[src/rtl/ex_mem_agu_if.sv]
// Request/address-ok data bus between the execute-stage memory unit (master) and the memory system (slave).
interface ex_mem_agu_if #(
    parameter int DATA_W = 32,
    parameter int ADDR_W = 32
);
    logic                  data_req;
    logic                  data_wr;
    logic [1:0]            data_size;
    logic [DATA_W/8-1:0]   data_wstrb;
    logic [ADDR_W-1:0]     data_addr;
    logic [DATA_W-1:0]     data_wdata;
    logic                  data_addr_ok;

    modport master (
        output data_req,
        output data_wr,
        output data_size,
        output data_wstrb,
        output data_addr,
        output data_wdata,
        input  data_addr_ok
    );

    modport slave (
        input  data_req,
        input  data_wr,
        input  data_size,
        input  data_wstrb,
        input  data_addr,
        input  data_wdata,
        output data_addr_ok
    );
endinterface

[src/rtl/ex_mem_agu.sv]
// Execute-stage memory access unit: strobes, lane-replicated store data, alignment check, bus issue, MEM hand-off.
// Define MEM_ALE_CHECK_EN to raise alignment exceptions; otherwise addresses are forced to size alignment.
module ex_mem_agu #(
    parameter int  DATA_W = 32,
    parameter int  ADDR_W = 32,
    localparam int LANES  = DATA_W / 8,
    localparam int OFF_W  = $clog2(DATA_W / 8)
) (
    input  logic              clk,
    input  logic              resetn,
    input  logic              in_valid,
    output logic              in_ready,
    input  logic              in_load,
    input  logic              in_store,
    input  logic [1:0]        in_size,
    input  logic [ADDR_W-1:0] in_addr,
    input  logic [DATA_W-1:0] in_wdata,
    input  logic              flush,
    ex_mem_agu_if.master      bus,
    output logic              out_valid,
    input  logic              out_ready,
    output logic              out_ale,
    output logic              out_mem_issued,
    output logic [OFF_W-1:0]  out_byte_off
);
    typedef logic [LANES-1:0] strb_t;
    typedef enum logic [1:0] {
        IDLE  = 2'd0,
        REQ   = 2'd1,
        HOLD  = 2'd2,
        DRAIN = 2'd3
    } state_t;

    function automatic strb_t calc_strb(input logic [1:0] size, input logic [OFF_W-1:0] off);
        strb_t base;
        base = '0;
        case (size)
            2'd0:    base = strb_t'(1'b1);
            2'd1:    base = strb_t'(2'b11);
            2'd2:    base = strb_t'(4'hF);
            default: base = '1;
        endcase
        return base << off;
    endfunction

    // A double on a 32-bit path is a full word, so the default arm covers both widths.
    function automatic logic [DATA_W-1:0] calc_wdata(input logic [1:0] size, input logic [DATA_W-1:0] data);
        logic [DATA_W-1:0] r;
        r = '0;
        case (size)
            2'd0:    r = {(DATA_W/8){data[7:0]}};
            2'd1:    r = {(DATA_W/16){data[15:0]}};
            2'd2:    r = {(DATA_W/32){data[31:0]}};
            default: r = data;
        endcase
        return r;
    endfunction

    function automatic logic calc_ale(input logic [1:0] size, input logic [2:0] addr_lo);
        logic r;
        r = 1'b0;
        case (size)
            2'd0:    r = 1'b0;
            2'd1:    r = addr_lo[0];
            2'd2:    r = |addr_lo[1:0];
            default: r = (DATA_W == 64) ? (|addr_lo[2:0]) : (|addr_lo[1:0]);
        endcase
        return r;
    endfunction

    function automatic logic [ADDR_W-1:0] calc_align(input logic [1:0] size, input logic [ADDR_W-1:0] addr);
        logic [ADDR_W-1:0] m;
        m = '1;
        case (size)
            2'd0:    m = '1;
            2'd1:    m[0] = 1'b0;
            2'd2:    m[1:0] = 2'b00;
            default: begin
                if (DATA_W == 64) begin
                    m[2:0] = 3'b000;
                end else begin
                    m[1:0] = 2'b00;
                end
            end
        endcase
        return addr & m;
    endfunction

    state_t            state_q, state_d;
    logic              is_mem_s, ale_s, accept_s;
    state_t            accept_state_s;
    logic [ADDR_W-1:0] eff_addr_s;
    logic              flush_pend_q, flush_pend_d;
    logic              req_q, valid_q, wr_q, ale_q, issued_q;
    logic [1:0]        size_q;
    logic [ADDR_W-1:0] addr_q;
    strb_t             strb_q;
    logic [DATA_W-1:0] wdata_q;

    assign is_mem_s = in_load | in_store;

`ifdef MEM_ALE_CHECK_EN
    assign ale_s      = is_mem_s & calc_ale(in_size, in_addr[2:0]);
    assign eff_addr_s = in_addr;
`else
    assign ale_s      = 1'b0;
    assign eff_addr_s = calc_align(in_size, in_addr);
`endif

    assign accept_state_s = (is_mem_s && !ale_s) ? REQ : HOLD;

    // Next-state, accept and in_ready decode.
    always_comb begin
        state_d      = state_q;
        in_ready     = 1'b0;
        accept_s     = 1'b0;
        flush_pend_d = 1'b0;
        case (state_q)
            IDLE: begin
                in_ready = 1'b1;
                if (in_valid && !flush) begin
                    accept_s = 1'b1;
                    state_d  = accept_state_s;
                end else begin
                    state_d = IDLE;
                end
            end
            REQ: begin
                // A request already on the bus must complete; a flush only diverts it to DRAIN.
                if (bus.data_addr_ok) begin
                    flush_pend_d = 1'b0;
                    state_d      = (flush_pend_q || flush) ? DRAIN : HOLD;
                end else begin
                    flush_pend_d = flush_pend_q | flush;
                    state_d      = REQ;
                end
            end
            HOLD: begin
                if (flush) begin
                    state_d = IDLE;
                end else if (out_ready) begin
                    in_ready = 1'b1;
                    if (in_valid) begin
                        accept_s = 1'b1;
                        state_d  = accept_state_s;
                    end else begin
                        state_d = IDLE;
                    end
                end else begin
                    state_d = HOLD;
                end
            end
            DRAIN: begin
                state_d = IDLE;
            end
            default: begin
                state_d = IDLE;
            end
        endcase
    end

    // State register and registered bus/valid control outputs.
    always_ff @(posedge clk or negedge resetn) begin
        if (!resetn) begin
            state_q      <= IDLE;
            flush_pend_q <= 1'b0;
            req_q        <= 1'b0;
            valid_q      <= 1'b0;
            issued_q     <= 1'b0;
        end else begin
            state_q      <= state_d;
            flush_pend_q <= flush_pend_d;
            req_q        <= (state_d == REQ);
            valid_q      <= (state_d == HOLD);
            if (accept_s) begin
                issued_q <= 1'b0;
            end else if ((state_q == REQ) && bus.data_addr_ok) begin
                issued_q <= 1'b1;
            end
        end
    end

    // Operation fields captured at accept; they stay stable through REQ and HOLD.
    always_ff @(posedge clk or negedge resetn) begin
        if (!resetn) begin
            wr_q    <= 1'b0;
            size_q  <= 2'd0;
            addr_q  <= '0;
            ale_q   <= 1'b0;
            strb_q  <= '0;
            wdata_q <= '0;
        end else if (accept_s) begin
            wr_q    <= in_store;
            size_q  <= in_size;
            addr_q  <= eff_addr_s;
            ale_q   <= ale_s;
            strb_q  <= (in_store && !ale_s) ? calc_strb(in_size, eff_addr_s[OFF_W-1:0]) : '0;
            wdata_q <= in_store ? calc_wdata(in_size, in_wdata) : '0;
        end
    end

    assign bus.data_req    = req_q;
    assign bus.data_wr     = wr_q;
    assign bus.data_size   = size_q;
    assign bus.data_wstrb  = strb_q;
    assign bus.data_addr   = addr_q;
    assign bus.data_wdata  = wdata_q;
    assign out_valid       = valid_q;
    assign out_ale         = ale_q;
    assign out_mem_issued  = issued_q;
    assign out_byte_off    = addr_q[OFF_W-1:0];
endmodule

[src/flat_wrapper.sv]
// flat-port wrapper written by rule: the top's interface ports become plain ports
module ex_mem_agu_flat 
#(
    parameter int  DATA_W = 32,
    parameter int  ADDR_W = 32,
    localparam int LANES  = DATA_W / 8,
    localparam int OFF_W  = $clog2(DATA_W / 8)
)
  (clk, resetn, in_valid, in_ready, in_load, in_store, in_size, in_addr, in_wdata, flush, out_valid, out_ready, out_ale, out_mem_issued, out_byte_off, bus_data_req, bus_data_wr, bus_data_size, bus_data_wstrb, bus_data_addr, bus_data_wdata, bus_data_addr_ok);
  ex_mem_agu_if #(.DATA_W(DATA_W), .ADDR_W(ADDR_W)) bus_i ();
  input  logic clk;
  input  logic resetn;
  input  logic in_valid;
  output logic in_ready;
  input  logic in_load;
  input  logic in_store;
  input  logic [1:0] in_size;
  input  logic [ADDR_W-1:0] in_addr;
  input  logic [DATA_W-1:0] in_wdata;
  input  logic flush;
  output logic out_valid;
  input  logic out_ready;
  output logic out_ale;
  output logic out_mem_issued;
  output logic [OFF_W-1:0] out_byte_off;
  output wire logic [$bits(bus_i.data_req)-1:0] bus_data_req;
  output wire logic [$bits(bus_i.data_wr)-1:0] bus_data_wr;
  output wire logic [$bits(bus_i.data_size)-1:0] bus_data_size;
  output wire logic [$bits(bus_i.data_wstrb)-1:0] bus_data_wstrb;
  output wire logic [$bits(bus_i.data_addr)-1:0] bus_data_addr;
  output wire logic [$bits(bus_i.data_wdata)-1:0] bus_data_wdata;
  input wire logic [$bits(bus_i.data_addr_ok)-1:0] bus_data_addr_ok;
  assign bus_data_req = bus_i.data_req;
  assign bus_data_wr = bus_i.data_wr;
  assign bus_data_size = bus_i.data_size;
  assign bus_data_wstrb = bus_i.data_wstrb;
  assign bus_data_addr = bus_i.data_addr;
  assign bus_data_wdata = bus_i.data_wdata;
  assign bus_i.data_addr_ok = bus_data_addr_ok;
  ex_mem_agu #(.DATA_W(DATA_W), .ADDR_W(ADDR_W)) u_core (.clk(clk), .resetn(resetn), .in_valid(in_valid), .in_ready(in_ready), .in_load(in_load), .in_store(in_store), .in_size(in_size), .in_addr(in_addr), .in_wdata(in_wdata), .flush(flush), .bus(bus_i), .out_valid(out_valid), .out_ready(out_ready), .out_ale(out_ale), .out_mem_issued(out_mem_issued), .out_byte_off(out_byte_off));
endmodule
[config.mk]
export PLATFORM = sky130hd
export DESIGN_NAME = ex_mem_agu_flat
export DESIGN_NICKNAME = d
export VERILOG_FILES = /design/src/rtl/ex_mem_agu_if.sv /design/src/rtl/ex_mem_agu.sv /design/src/flat_wrapper.sv
export SDC_FILE = /design/constraint.sdc
export NUM_CORES = 1
export LEC_CHECK = 0
export ABC_AREA = 1
export BUFFER_PORTS_ARGS = -buffer_cell sky130_fd_sc_hd__buf_2
export CAP_MARGIN = 15
export CORE_ASPECT_RATIO = 0.7
export CORE_MARGIN = 2
export CORE_UTILIZATION = 42
export DETAILED_ROUTE_END_ITERATION = 6
export MAX_ROUTING_LAYER = met4
export PLACE_DENSITY = 0.83
export SETUP_SLACK_MARGIN = 0.1
export SLEW_MARGIN = 20
export SYNTH_ARGS = -nofsm -noshare
export SYNTH_HDL_FRONTEND = slang
export SYNTH_SLANG_ARGS = --single-unit
export TNS_END_PERCENT = 30
[constraint.sdc]
create_clock -name clk -period 1.38 [get_ports clk]
set_input_delay 0.276 -clock clk [delete_from_list [all_inputs] [get_ports clk]]
set_output_delay 0.276 -clock clk [all_outputs]
set_load 0.02 [all_outputs]
# Word level (Yosys, flattened, before mapping)
# Cells that the tools add are included.
# W data, S select, Z words.
[op_classes]
muxes = 27
order_cmp = 0
n_div = 0
reduce_logical = 8
add_sub_neg = 0
n_eq_ne = 6
n_mul = 0
n_shift = 1
n_bitwise = 3
[ops]
columns = ["operator", "count"]
rows = [
  ["$pmux W32 S2", 1],
  ["$and A32 B32 Y32", 1],
  ["$mux W32", 1],
  ["$mux W1", 13],
  ["$mux W2", 6],
  ["$mux W4", 2],
  ["$pmux W2 S4", 1],
  ["$pmux W4 S2", 1],
  ["$eq A2 B1 Y1 const B", 3],
  ["$eq A2 B2 Y1 const B", 3],
  ["$logic_not A2 Y1", 2],
  ["$pmux W1 S2", 2],
  ["$shl A4 B2 Y4", 1],
  ["$logic_and A1 B1 Y1", 2],
  ["$or A1 B1 Y1", 2],
  ["$reduce_bool A2 Y1", 1],
  ["$reduce_or A2 Y1", 1],
  ["$logic_not A1 Y1", 1],
  ["$logic_or A1 B1 Y1", 1],
]
[word_totals]
latchBits = 0
regBits = 77
mem_bits_rw = 0
memories = 0
inputBits = 74
rom_bits = 0
word_cells = 55
output_inout_bits = 78

# Logic depth before layout (Yosys ltp)
# Gate-level depths: netlist of the first run.
[depth]
ltp_word = 7
mapped_depth = 9
mapped_depth_nobuf = 7

# Least setup slack after synthesis of the first run
# No wires, ideal clock.
[synth_path]
kind = "register to register"
startpoint = "register u_core.state_q[1]"
endpoint = "register u_core.wr_q (netlist: u_core.bus.data_wr)"
arrival_time_ns = 1.184
stages_incl_launch_ff = 9
n_path_buf = 2
setup_time_ns = 0.126
path_slack_ns = 0.070
synth_period_minus_slack_ns = 1.310
required_ns = 1.254
cell_sequence = "dfrtp_1 -> nor2_1 -> nand2_1 -> nand2_4 -> inv_2 -> buf_6 -> buf_6 -> nand2_1 -> nand2_1"
[synth_via]
elab_chain_len = 2
word_cells_on_any_way = 3
cone_classes = "eq/ne (1); mux (1); reduce/logical (1)"
[synth_rtl]
columns = ["element", "line_no", "rtl"]
rows = [
  ["start, declared", "ex_mem_agu.sv:89", "state_t state_q, state_d;"],
  ["start signal, assigned", "ex_mem_agu.sv:171", "state_q <= state_d;"],
  ["$eq A2 B2 Y1 or $logic_not A2 Y1 (tied branches)", "ex_mem_agu.sv:118", "case (state_q)"],
  ["$pmux W1 S2 *", "ex_mem_agu.sv:118", ""],
  ["end signal, assigned", "ex_mem_agu.sv:193", "wr_q <= in_store;"],
  ["end, declared", "ex_mem_agu.sv:94", "logic req_q, valid_q, wr_q, ale_q, issued_q;"],
]
# Every way passes the cells marked *; elsewhere a longest branch is shown, timed or not.
# A chain may end at the register's enable or synchronous reset.

# Final worst setup path of the first run
[layout_path]
startpoint = "register u_core.state_q[0]"
endpoint = "output port in_ready"
[layout_via]
elab_chain_len = 2
word_cells_on_any_way = 3
cone_classes = "eq/ne (1); mux (1); reduce/logical (1)"
[layout_rtl]
columns = ["element", "line_no", "rtl"]
rows = [
  ["$eq A2 B2 Y1 or $logic_not A2 Y1 (tied branches)", "ex_mem_agu.sv:118", ""],
  ["$pmux W1 S2 *", "ex_mem_agu.sv:118", ""],
  ["end, declared", "flat_wrapper.sv:14", "output logic in_ready;"],
]
# Marks and branches as above.

==> reports/results.ini, run 1 <==
[clocking]
clk_pin_slew_ps=60
htreeDepth=3
worstSkewPairLatency_ps=320
cts_tree=built
cts_buffer_depth=2
cts_inserted_buffers=9
numClockSinks=77
clockRootBuffer=clkbuf_16

[worst_hold_path]
min-delay-start=bus_data_addr_ok
whs_endpoint=u_core.flush_pend_q
hp-class=in2reg
whs_path_depth=2

[timing]
fin_worst_skew_ps=6.47
max_clock_freq_mhz=683
rsz0062_at_grt=true
worst_slack_ps=-83.4
hold_viol=0
fin_crit_ps=1460
period_share_pct=106
drv_slew=0
setup_viol=52
fin_tns_setup_ps=-820

[global_routing]
grt_pass1_wl_um=15700
grtUsageTotal_pct=23.7
grt-ovfl-total=0
grt_pass1_vias=3211
grt_max_degree=78
antenna_found_initial=0

[critical_path]
r2r_cells=8
critPathLaunch=u_core.state_q[0]
reg2reg_from=u_core.state_q[0]
rrSetupSlack_ps=-40
crit_path_end_kind=output port
required_ps=1100
start_kind=register
crit_type=reg2out
path_max_fanout=3
worstPathArrival_ps=1190
r2r-end=u_core.bus.data_wr

[routing]
drt_wl_total_um=10000
drc_errors=0
viasPerCell=4.97
antenna_left=0
first_pass_iters=5
wl_per_cell_um=14.9
drtIter0Drc=187
vias=3339

[die]
fp.dieW_um=111
chipHeight_um=78.7
ios=152
core_um2=7800
row_count=27
die_area_um2=8700
initial_utilization_pct=42.9

[power]
power_density_nw_per_um2=2320
ir_drop_mv=1.09
p_leak_nw=2.74

[logic_synthesis]
yosysSeqAreaShare_pct=57.6
yosys_most_used_dff=dfrtp_1
synth_edf_count=0
synth_nets=479
syn-cell-area_um2=3340
netlist_instances=405
ys.warnings.count=0
synth.distinct_cells=21
async_flop_share_pct=100
synth-seq-cells=77
syn_avg_cell_area_um2=8.26

[layout]
syn_to_final_growth_pct=44.6
final_area_um2=4840
nFillCells=681
fin_nets=641
fin_cells=672
layout-drive-gt1-share_pct=40.1
antenna_cells=0

[placed_design]
dp_hpwl_um=6670
port_buffers=150
placed_cell_area_um2=4220
place.gp.congestion=0.984
dp_cells=646

[outcome]
violations=negative setup slack
status=complete, but fails checks

[flow_run]
max-cap-violations=0

[stage by stage]
step | utilization [%] | worst slack, ps | hold WS [ps] | total power [mW]
2_1_floorplan | - | 96.0 | -19.6 | 6.44
3_3_place_gp | 54.0 | 87.1 | 323 | 7.92
3_5_place_dp | 54.0 | -14.3 | 335 | 8.08
4_1_cts | 60.3 | -71.6 | 130 | 11.0
5_1_grt | 62.0 | -121 | 139 | 11.9
6_report | 62.0 | -83.4 | 145 | 11.2
[kinds of logic (layout without fill, tap and decap cells)]
family / count (synthesis) / count (layout) / synth area share (%)
and+or+nand+nor: 223 / 223 / 26.8
DFF: 77 / 77 / 57.6
AOI/OAI and AO/OA: 56 / 56 / 8.49
buffers and inverters: 48 / 214 / 6.96
other: 1 / 1 / 0.112
[repair_timing]
| action | 4_1_cts | 5_1_grt |
|---|---|---|
| hold endpoints to repair | 26 | 0 |
| endpoints found under the setup margin | 72 | 73 |
| hold buffers | 1 | 0 |
| gates resized for setup | 18 | 60 |
| gates cloned | 3 | 1 |
| buffers inserted | 4 | 2 |
| pin swaps | 2 | 2 |
[registers in the layout (all words and copies together) (netlist names)]
register	cells
u_core.bus.data_size	2
u_core.bus.data_wr	1
u_core.out_valid	1
u_core.bus.data_addr	32
u_core.bus.data_wstrb	4
u_core.out_mem_issued	1
u_core.bus.data_wdata	32
u_core.flush_pend_q	1
u_core.bus.data_req	1
u_core.state_q	2
[report_power, final]
| part | switching (mW) | total, mW | internal [mW] |
|---|---|---|---|
| clock | 0.840 | 2.46 | 1.62 |
| combinational | 3.07 | 4.85 | 1.78 |
| sequential | 0.616 | 3.91 | 3.29 |
| total | 4.52 | 11.2 | 6.69 |
[synthesized netlist by cell type (2+ instances only)]
cell        n  area, um2
nand2_1   169        634
dfrtp_1    77       1930
o21ai_0    44        220
inv_1      25       93.8
nor2_1     22       82.6
nand3_1    19       95.1
a21oi_1    10       50.1
buf_2       9       45.0
or2_2       8       50.1
clkbuf_1    5       18.8
buf_6       4       45.0
buf_4       3       22.5
inv_2       2       7.51
[worst max path at each step]
stage,cells past startpoint,to,slack (ps)
6_report,3,in_ready,-80
2_1_floorplan,8,u_core.bus.data_wr,100
5_1_grt,3,in_ready,-120
4_1_cts,3,in_ready,-70
3_3_place_gp,7,u_core.bus.data_size[1],90
3_5_place_dp,7,u_core.bus.data_wdata[5],-10
[final cells by class]
| type | instances | area, um2 | share of cell area, % |
|---|---|---|---|
| Sequential cell | 77 | 1930 | 39.9 |
| Inverter | 27 | 114 | 2.35 |
| Multi-Input combinational cell | 280 | 1290 | 26.7 |
| Tap cell | 101 | 126 | 2.61 |
| Clock buffer | 11 | 243 | 5.02 |
| Timing Repair Buffer | 172 | 1060 | 21.9 |
| Clock inverter | 4 | 72.6 | 1.50 |
[per-layer routing]
layer,track usage [%],routed length (um),up-vias
met5,-,0,-
met4,7.88,147,0
met3,5.64,782,13
met2,36.6,4750,141
met1,31.2,4330,1595
li1,-,-,1590
[critical path: stages (launching register included)]
cell and delay, ps:
dfrtp_2 430, buf_4 150, o22ai_4 150, buf_6 140
[layout by cell type (no fill, tap or decap), drive strengths merged]
master and n:
nand2 170, buf 170, dfrtp 77, o21ai 44
inv 26, nor2 23, nand3 19, clkbuf 12
a21oi 10, or2 8, bufinv 2, clkinv 2
nor3 1, o22ai 1, nor4 1, nand4 1
o21a 1, conb 1, clkinvlp 1, dlygate4sd3 1
Power figures use the tool's default switching activity.
==> run 2: changes to the inputs <==
--- a/config.mk
+++ b/config.mk
@@ -5,12 +5,10 @@
 export SDC_FILE = /design/constraint.sdc
 export NUM_CORES = 1
 export LEC_CHECK = 0
-export ABC_AREA = 1
 export BUFFER_PORTS_ARGS = -buffer_cell sky130_fd_sc_hd__buf_2
 export CAP_MARGIN = 15
 export CORE_ASPECT_RATIO = 0.7
-export CORE_MARGIN = 2
-export CORE_UTILIZATION = 42
+export CORE_UTILIZATION = 43
 export DETAILED_ROUTE_END_ITERATION = 6
 export MAX_ROUTING_LAYER = met4
 export PLACE_DENSITY = 0.83
==> reports/results.ini, run 2 <==
[routing]
wl_per_cell_um=16.8  ; was 14.9 um
first_pass_iters=4  ; was 5
drtIter0Drc=183  ; was 187
antenna_left=0  ; unchanged
drt_wl_total_um=9250  ; was 10000 um
drc_errors=0  ; unchanged
vias=2906  ; was 3339
viasPerCell=5.28  ; was 4.97

[placed_design]
dp_hpwl_um=6630  ; was 6670 um
place.gp.congestion=0.903  ; was 0.984
port_buffers=150  ; unchanged

[clocking]
cts_buffer_depth=2  ; unchanged
clockRootBuffer=clkbuf_16  ; unchanged
htreeDepth=3  ; unchanged
clk_pin_slew_ps=60  ; about the same
numClockSinks=77  ; unchanged
cts_setup_buffers=0  ; was 4
cts_inserted_buffers=9  ; unchanged
cts_tree=built  ; unchanged
worstSkewPairLatency_ps=330  ; was 320 ps

[layout]
syn_to_final_growth_pct=37.5  ; was 44.6%
antenna_cells=0  ; unchanged
fin_nets=518  ; was 641
layout_common_cells=buf_2 (148), dfrtp_1 (77), o21ai_0 (40), mux2_4 (31), mux2i_1 (24)  ; was nand2_1 (150), buf_2 (148), dfrtp_1 (76), inv_1 (24)
mostFrequentLayoutCell=buf_2  ; was nand2_1
layout-drive-gt1-share_pct=53.5  ; was 40.1%

[logic_synthesis]
synth.distinct_cells=33  ; was 21
synth_nets=361  ; was 479
synth-seq-cells=77  ; unchanged
synth_fa_ha_area_share_pct=0  ; unchanged
synth-compound-area-share_pct=14.9  ; was 8.49%
netlist_instances=287  ; was 405
yosysSeqAreaShare_pct=54.3  ; was 57.6%
synth_mux_area_share_pct=20.5  ; was 0%
syn-cell-area_um2=3550  ; was 3340 um2
synth.area.top_cells=dfrtp_1 (54%), mux2_4 (13%), o21ai_0 (7.2%), mux2i_1 (6.8%), o31ai_1 (3.8%)  ; was dfrtp_1 (58%), nand2_1 (19%), o21ai_0 (6.6%), nand3_1 (2.8%), inv_1 (2.8%)
synthXorXnorAreaFrac_pct=0  ; unchanged
ys.warnings.count=0  ; unchanged
yosys.area.top_type=dfrtp_1  ; unchanged
yosys-top-cells-count=dfrtp_1 (77), o21ai_0 (51), mux2_4 (31)  ; was nand2_1 (169), dfrtp_1 (77), o21ai_0 (44)
synth-simple-area-share_pct=5.72  ; was 26.8%
synth_top_area_share_pct=54.3  ; was 57.6%
yosys_most_used_dff=dfrtp_1  ; unchanged
synth_edf_count=0  ; unchanged
async_flop_share_pct=100  ; unchanged
synth.most_common_cell=dfrtp_1  ; was nand2_1
synth_top_family_by_area=multiplexers  ; was simple AND/OR/NAND/NOR gates
syn_avg_cell_area_um2=12.4  ; was 8.26 um2

[power]
internal_power_mw=6.62  ; was 6.69 mW
ir_drop_mv=1.39  ; was 1.09 mV
combPwrFrac_pct=43.8  ; was 43.2%
clock_power_share_pct=20.6  ; was 21.9%
power_mw=10.9  ; was 11.2 mW
netSwitchingFraction_pct=39.2  ; was 40.3%
p_switching_mw=4.27  ; was 4.52 mW
p_leak_nw=2.55  ; was 2.74 nW
power_density_nw_per_um2=2230  ; was 2320 nW/um2
seqPwrFrac_pct=35.6  ; was 34.8%

[outcome]
violations=negative setup slack  ; unchanged
status=complete, but fails checks  ; unchanged

[global_routing]
grt_max_degree=35  ; was 78
grt_pass1_vias=2822  ; was 3211
grt_pass1_wl_um=14700  ; was 15700 um
grtUsageTotal_pct=22.5  ; was 23.7%
antenna_found_initial=0  ; unchanged
grt-ovfl-total=0  ; unchanged

[critical_path]
cp_slowest_cell=dfrtp_1  ; was dfrtp_2
crit_path_end_kind=register  ; was output port
worstPathArrival_ps=1880  ; was 1190 ps
crit_chain=or3b_4 -> or2_4 -> buf_12 -> mux2_4  ; was buf_4 -> o22ai_4 -> buf_6
path_max_fanout=34  ; was 3
required_ps=1600  ; was 1100 ps
start_kind=register  ; unchanged
max_stage_delay_ps=380  ; was 430 ps
crit_type=reg2reg  ; was reg2out

[timing]
fin_crit_ps=1660  ; was 1460 ps
period_share_pct=121  ; was 106%
max_clock_freq_mhz=601  ; was 683 MHz
whs_ps=130  ; was 145 ps
fin_worst_skew_ps=6.36  ; was 6.47 ps
drv_slew=0  ; unchanged
setup_viol=77  ; was 52
worst_slack_ps=-285  ; was -83.4 ps
hold_viol=0  ; unchanged
rsz0062_at_grt=true  ; unchanged

[die]
chipHeight_um=78.0  ; was 78.7 um
fp.dieW_um=111  ; about the same
initial_utilization_pct=44.7  ; was 42.9%
core_um2=7940  ; was 7800 um2
row_count=27  ; unchanged
die_area_um2=8620  ; was 8700 um2
ios=152  ; unchanged

[flow_run]
max-cap-violations=0  ; unchanged

[worst_hold_path]
hp-class=in2reg  ; unchanged

run 2: changes by cell type after synthesis, sizes merged, moves of 17 or more:
| cell | before | now |
|---|---|---|
| nand2 | 170 | 18 |
| mux2 | 0 | 33 |
| inv | 27 | 0 |
| mux2i | 0 | 24 |
| nand3 | 19 | 0 |
| o31ai | 0 | 18 |
| nor2 | 23 | 6 |
run 2: worst paths after layout:
path / from / endpoint / slack (ps) / cells after the start
setup / recovery: u_core.state_q[0] / u_core.bus.data_addr[18] / -280 / 4
hold / removal: bus_data_addr_ok / u_core.flush_pend_q / 130 / 2
setup reg to reg: u_core.state_q[0] / u_core.bus.data_addr[18] / -280 / 4
hold reg to reg: u_core.out_mem_issued / u_core.out_mem_issued / 490 / 1
max in group asynchronous: resetn / u_core.bus.data_wdata[18] / 460 / 3
min in group asynchronous: resetn / u_core.state_q[0] / 420 / 2
run 2: kinds of logic (layout without fill, tap and decap cells):
family,count (synthesis),count (layout)
AO/OA/AOI/OAI,86,86
buffers and inverters,26,188
flip-flops,77,77
multiplexers,57,57
other,1,1
AND/OR/NAND/NOR,40,40
run 2: repair_timing:
item	4_1_cts	5_1_grt
endpoints found under the setup margin	77	77
gates resized for setup	13	18
pin swaps	4	2
hold endpoints to repair	27	0
hold buffers	1	0
run 2: worst max-delay path: cells and delay by family (launching register included):
kind,cells,cell delay [ps]
simple gates,2,660
flops,1,380
mux,1,310
buf+inv,1,180
run 2: area by class of cell:
type	count	area, um2
fillers	661	3060
flip-flops and latches	77	1930
multi-input cells	184	1550
repair buffers	171	986
clock buffers	9	225
well taps	101	126
clock inverters	7	56.3
inverters	1	3.75
run 2: power by group through the flow:
stage / sequential [mW] / clock [mW] / combinational, mW
global route: 4.00 / 2.39 / 5.07
detailed placement: 3.89 / 0 / 4.62
floorplan: 5.09 / 0 / 1.75
CTS: 3.88 / 2.28 / 4.70
finish: 3.88 / 2.24 / 4.76
global placement: 3.85 / 0 / 4.51
run 2: through the flow:
| step | utilization, % | instances | area (um2) | TNS, ps | setup slack (ps) |
|---|---|---|---|---|---|
| 6_report | 61.4 | 550 | 4880 | -14560 | -285 |
| 5_1_grt | 61.4 | 550 | 4880 | -17530 | -311 |
| 4_1_cts | 60.8 | 550 | 4830 | -15350 | -274 |
| 3_5_place_dp | 56.6 | 533 | 4490 | -19090 | -323 |
| 3_3_place_gp | 56.6 | 533 | 4490 | -18000 | -312 |
| 2_1_floorplan | - | 287 | 3560 | -24820 | -414 |
run 2: per-layer routing:
layer | share of wire [%] | vias up | track usage (%)
met3 | 5.7 | 6 | 5.86
met2 | 48 | 114 | 34.5
met1 | 46 | 1433 | 30.3
li1 | - | 1353 | -
met5 | 0 | - | -
met4 | 0.39 | 0 | 4.40
==> run 3: changes to the inputs <==
--- a/config.mk
+++ b/config.mk
@@ -7,11 +7,13 @@
 export LEC_CHECK = 0
 export BUFFER_PORTS_ARGS = -buffer_cell sky130_fd_sc_hd__buf_2
 export CAP_MARGIN = 15
+export CELL_PAD_IN_SITES_DETAIL_PLACEMENT = 0
+export CELL_PAD_IN_SITES_GLOBAL_PLACEMENT = 2
 export CORE_ASPECT_RATIO = 0.7
-export CORE_UTILIZATION = 43
+export CORE_UTILIZATION = 26
 export DETAILED_ROUTE_END_ITERATION = 6
 export MAX_ROUTING_LAYER = met4
-export PLACE_DENSITY = 0.83
+export PLACE_DENSITY = 0.82
 export SETUP_SLACK_MARGIN = 0.1
 export SLEW_MARGIN = 20
 export SYNTH_ARGS = -nofsm -noshare
==> reports/results.ini, run 3 (same netlist as run 2, synthesis figures left out) <==
[layout]
fin_util_pct=37.9  ; was 61.4%
layout-drive-gt1-share_pct=52.7  ; was 53.5%
mostFrequentLayoutCell=buf_2  ; unchanged
nFillCells=1346  ; was 661
fin_nets=517  ; was 518
antenna_cells=0  ; unchanged
layout_common_cells=buf_2 (148), dfrtp_1 (77), o21ai_0 (39), mux2_4 (31), mux2i_1 (24)  ; was buf_2 (148), dfrtp_1 (77), o21ai_0 (40), mux2_4 (31), mux2i_1 (24)
final_area_um2=5020  ; was 4880 um2
syn_to_final_growth_pct=41.5  ; was 37.5%

[die]
row_count=35  ; was 27
core_um2=13200  ; was 7940 um2
die_area_um2=14100  ; was 8620 um2
fp.dieW_um=142  ; was 111 um
chipHeight_um=99.7  ; was 78.0 um
ios=152  ; unchanged
initial_utilization_pct=26.8  ; was 44.7%

[timing]
rsz0062_at_grt=true  ; unchanged
fin_tns_setup_ps=-16390  ; was -14560 ps
setup_viol=75  ; was 77
whs_ps=142  ; was 130 ps
drv_slew=0  ; unchanged
hold_viol=0  ; unchanged
fin_crit_ps=1690  ; was 1660 ps
worst_slack_ps=-312  ; was -285 ps
fin_worst_skew_ps=6.00  ; was 6.36 ps
period_share_pct=123  ; was 121%
max_clock_freq_mhz=591  ; was 601 MHz

[clocking]
htreeDepth=3  ; unchanged
clk_pin_slew_ps=60  ; about the same
cts_buffer_depth=2  ; unchanged
clockRootBuffer=clkbuf_16  ; unchanged
worstSkewPairLatency_ps=330  ; about the same
cts_tree=built  ; unchanged
cts_inserted_buffers=9  ; unchanged
numClockSinks=77  ; unchanged

[power]
internal_power_mw=7.16  ; was 6.62 mW
power_density_nw_per_um2=2270  ; was 2230 nW/um2
p_leak_nw=2.57  ; was 2.55 nW
p_switching_mw=4.21  ; was 4.27 mW
combPwrFrac_pct=42.4  ; was 43.8%
ir_drop_mv=0.842  ; was 1.39 mV
clock_power_share_pct=23.7  ; was 20.6%
seqPwrFrac_pct=33.9  ; was 35.6%
netSwitchingFraction_pct=37.1  ; was 39.2%

[routing]
viasPerCell=4.59  ; was 5.28
wl_per_cell_um=16.9  ; was 16.8 um
drtIter0Drc=98  ; was 183
antenna_left=0  ; unchanged
drc_errors=0  ; unchanged
vias=2898  ; was 2906
drt_wl_total_um=10700  ; was 9250 um
first_pass_iters=6  ; was 4

[global_routing]
grt_max_degree=32  ; was 35
grt_pass1_wl_um=16600  ; was 14700 um
grtUsageTotal_pct=16.0  ; was 22.5%
grt-ovfl-total=0  ; unchanged
grt_pass1_vias=2948  ; was 2822
antenna_found_initial=0  ; unchanged

[critical_path]
required_ps=1600  ; about the same
start_kind=register  ; unchanged
crit_path_end_kind=register  ; unchanged
crit_type=reg2reg  ; unchanged
rrSetupSlack_ps=-310  ; was -280 ps
path_max_fanout=25  ; was 34
worstPathArrival_ps=1910  ; was 1880 ps

[placed_design]
dp_worst_setup_slack_ps=-383  ; was -323 ps
dp_hpwl_um=7830  ; was 6630 um
port_buffers=150  ; unchanged
placed_cell_area_um2=4590  ; was 4490 um2
place.gp.congestion=0.749  ; was 0.903

[flow_run]
max-cap-violations=0  ; unchanged

[outcome]
status=complete, but fails checks  ; unchanged
violations=negative setup slack  ; unchanged

[worst_hold_path]
hp-class=in2reg  ; unchanged

[run 3: area by class of cell]
class	count	area, um2	area share [%]
Clock buffer	10	239	4.76
Clock inverter	4	97.6	1.94
Inverter	1	3.75	0.0748
Multi-Input combinational cell	184	1530	30.5
Sequential cell	77	1930	38.4
Tap cell	185	231	4.61
Timing Repair Buffer	170	987	19.7
[run 3: metal layers]
layer  vias to the layer above  part of all wire, %  GRT usage, %
li1                       1340                    -             -
met1                      1439                   47          21.6
met2                       109                   45          23.6
met3                        10                  6.1          3.95
met4                         0                 0.99          4.38
met5                         -                    0             -
[run 3: timing repair]
item	4_1_cts	5_1_grt
hold buffers	1	0
buffers inserted	0	0
pin swaps	11	3
endpoints found under the hold margin	16	0
endpoints found under the setup margin	77	77
cloned	0	0
resized for setup	26	5
[run 3: power by group through the flow]
stage / clock network (mW) / logic, mW / registers, mW
after floorplan: 0 / 1.75 / 5.09
after global placement: 0 / 4.64 / 3.85
after detailed placement: 0 / 4.72 / 3.86
after CTS: 2.76 / 4.84 / 3.87
after global routing: 2.86 / 5.16 / 4.00
final: 2.70 / 4.82 / 3.86
[run 3: through the flow]
step           std cells  total power [mW]
2_1_floorplan        287              6.84
3_3_place_gp         616              8.49
3_5_place_dp         616              8.59
4_1_cts              631              11.5
5_1_grt              631              12.0
6_report             631              11.4
[run 3: final timing paths]
check                                    from                         to  cells after the start
hold / removal               bus_data_addr_ok        u_core.flush_pend_q                      2
min in group asynchronous              resetn    u_core.bus.data_addr[9]                      2
setup / recovery            u_core.state_q[0]   u_core.bus.data_addr[26]                      4
max in group asynchronous              resetn  u_core.bus.data_wdata[21]                      3
setup reg to reg            u_core.state_q[0]   u_core.bus.data_addr[26]                      4
hold reg to reg            u_core.bus.data_wr         u_core.bus.data_wr                      1
[run 3: worst max-delay path: stages, from the launching register on]
cell and delay, ps:
dfrtp_1 380, or3b_4 410, or2_4 290, buf_12 180
mux2_4 310
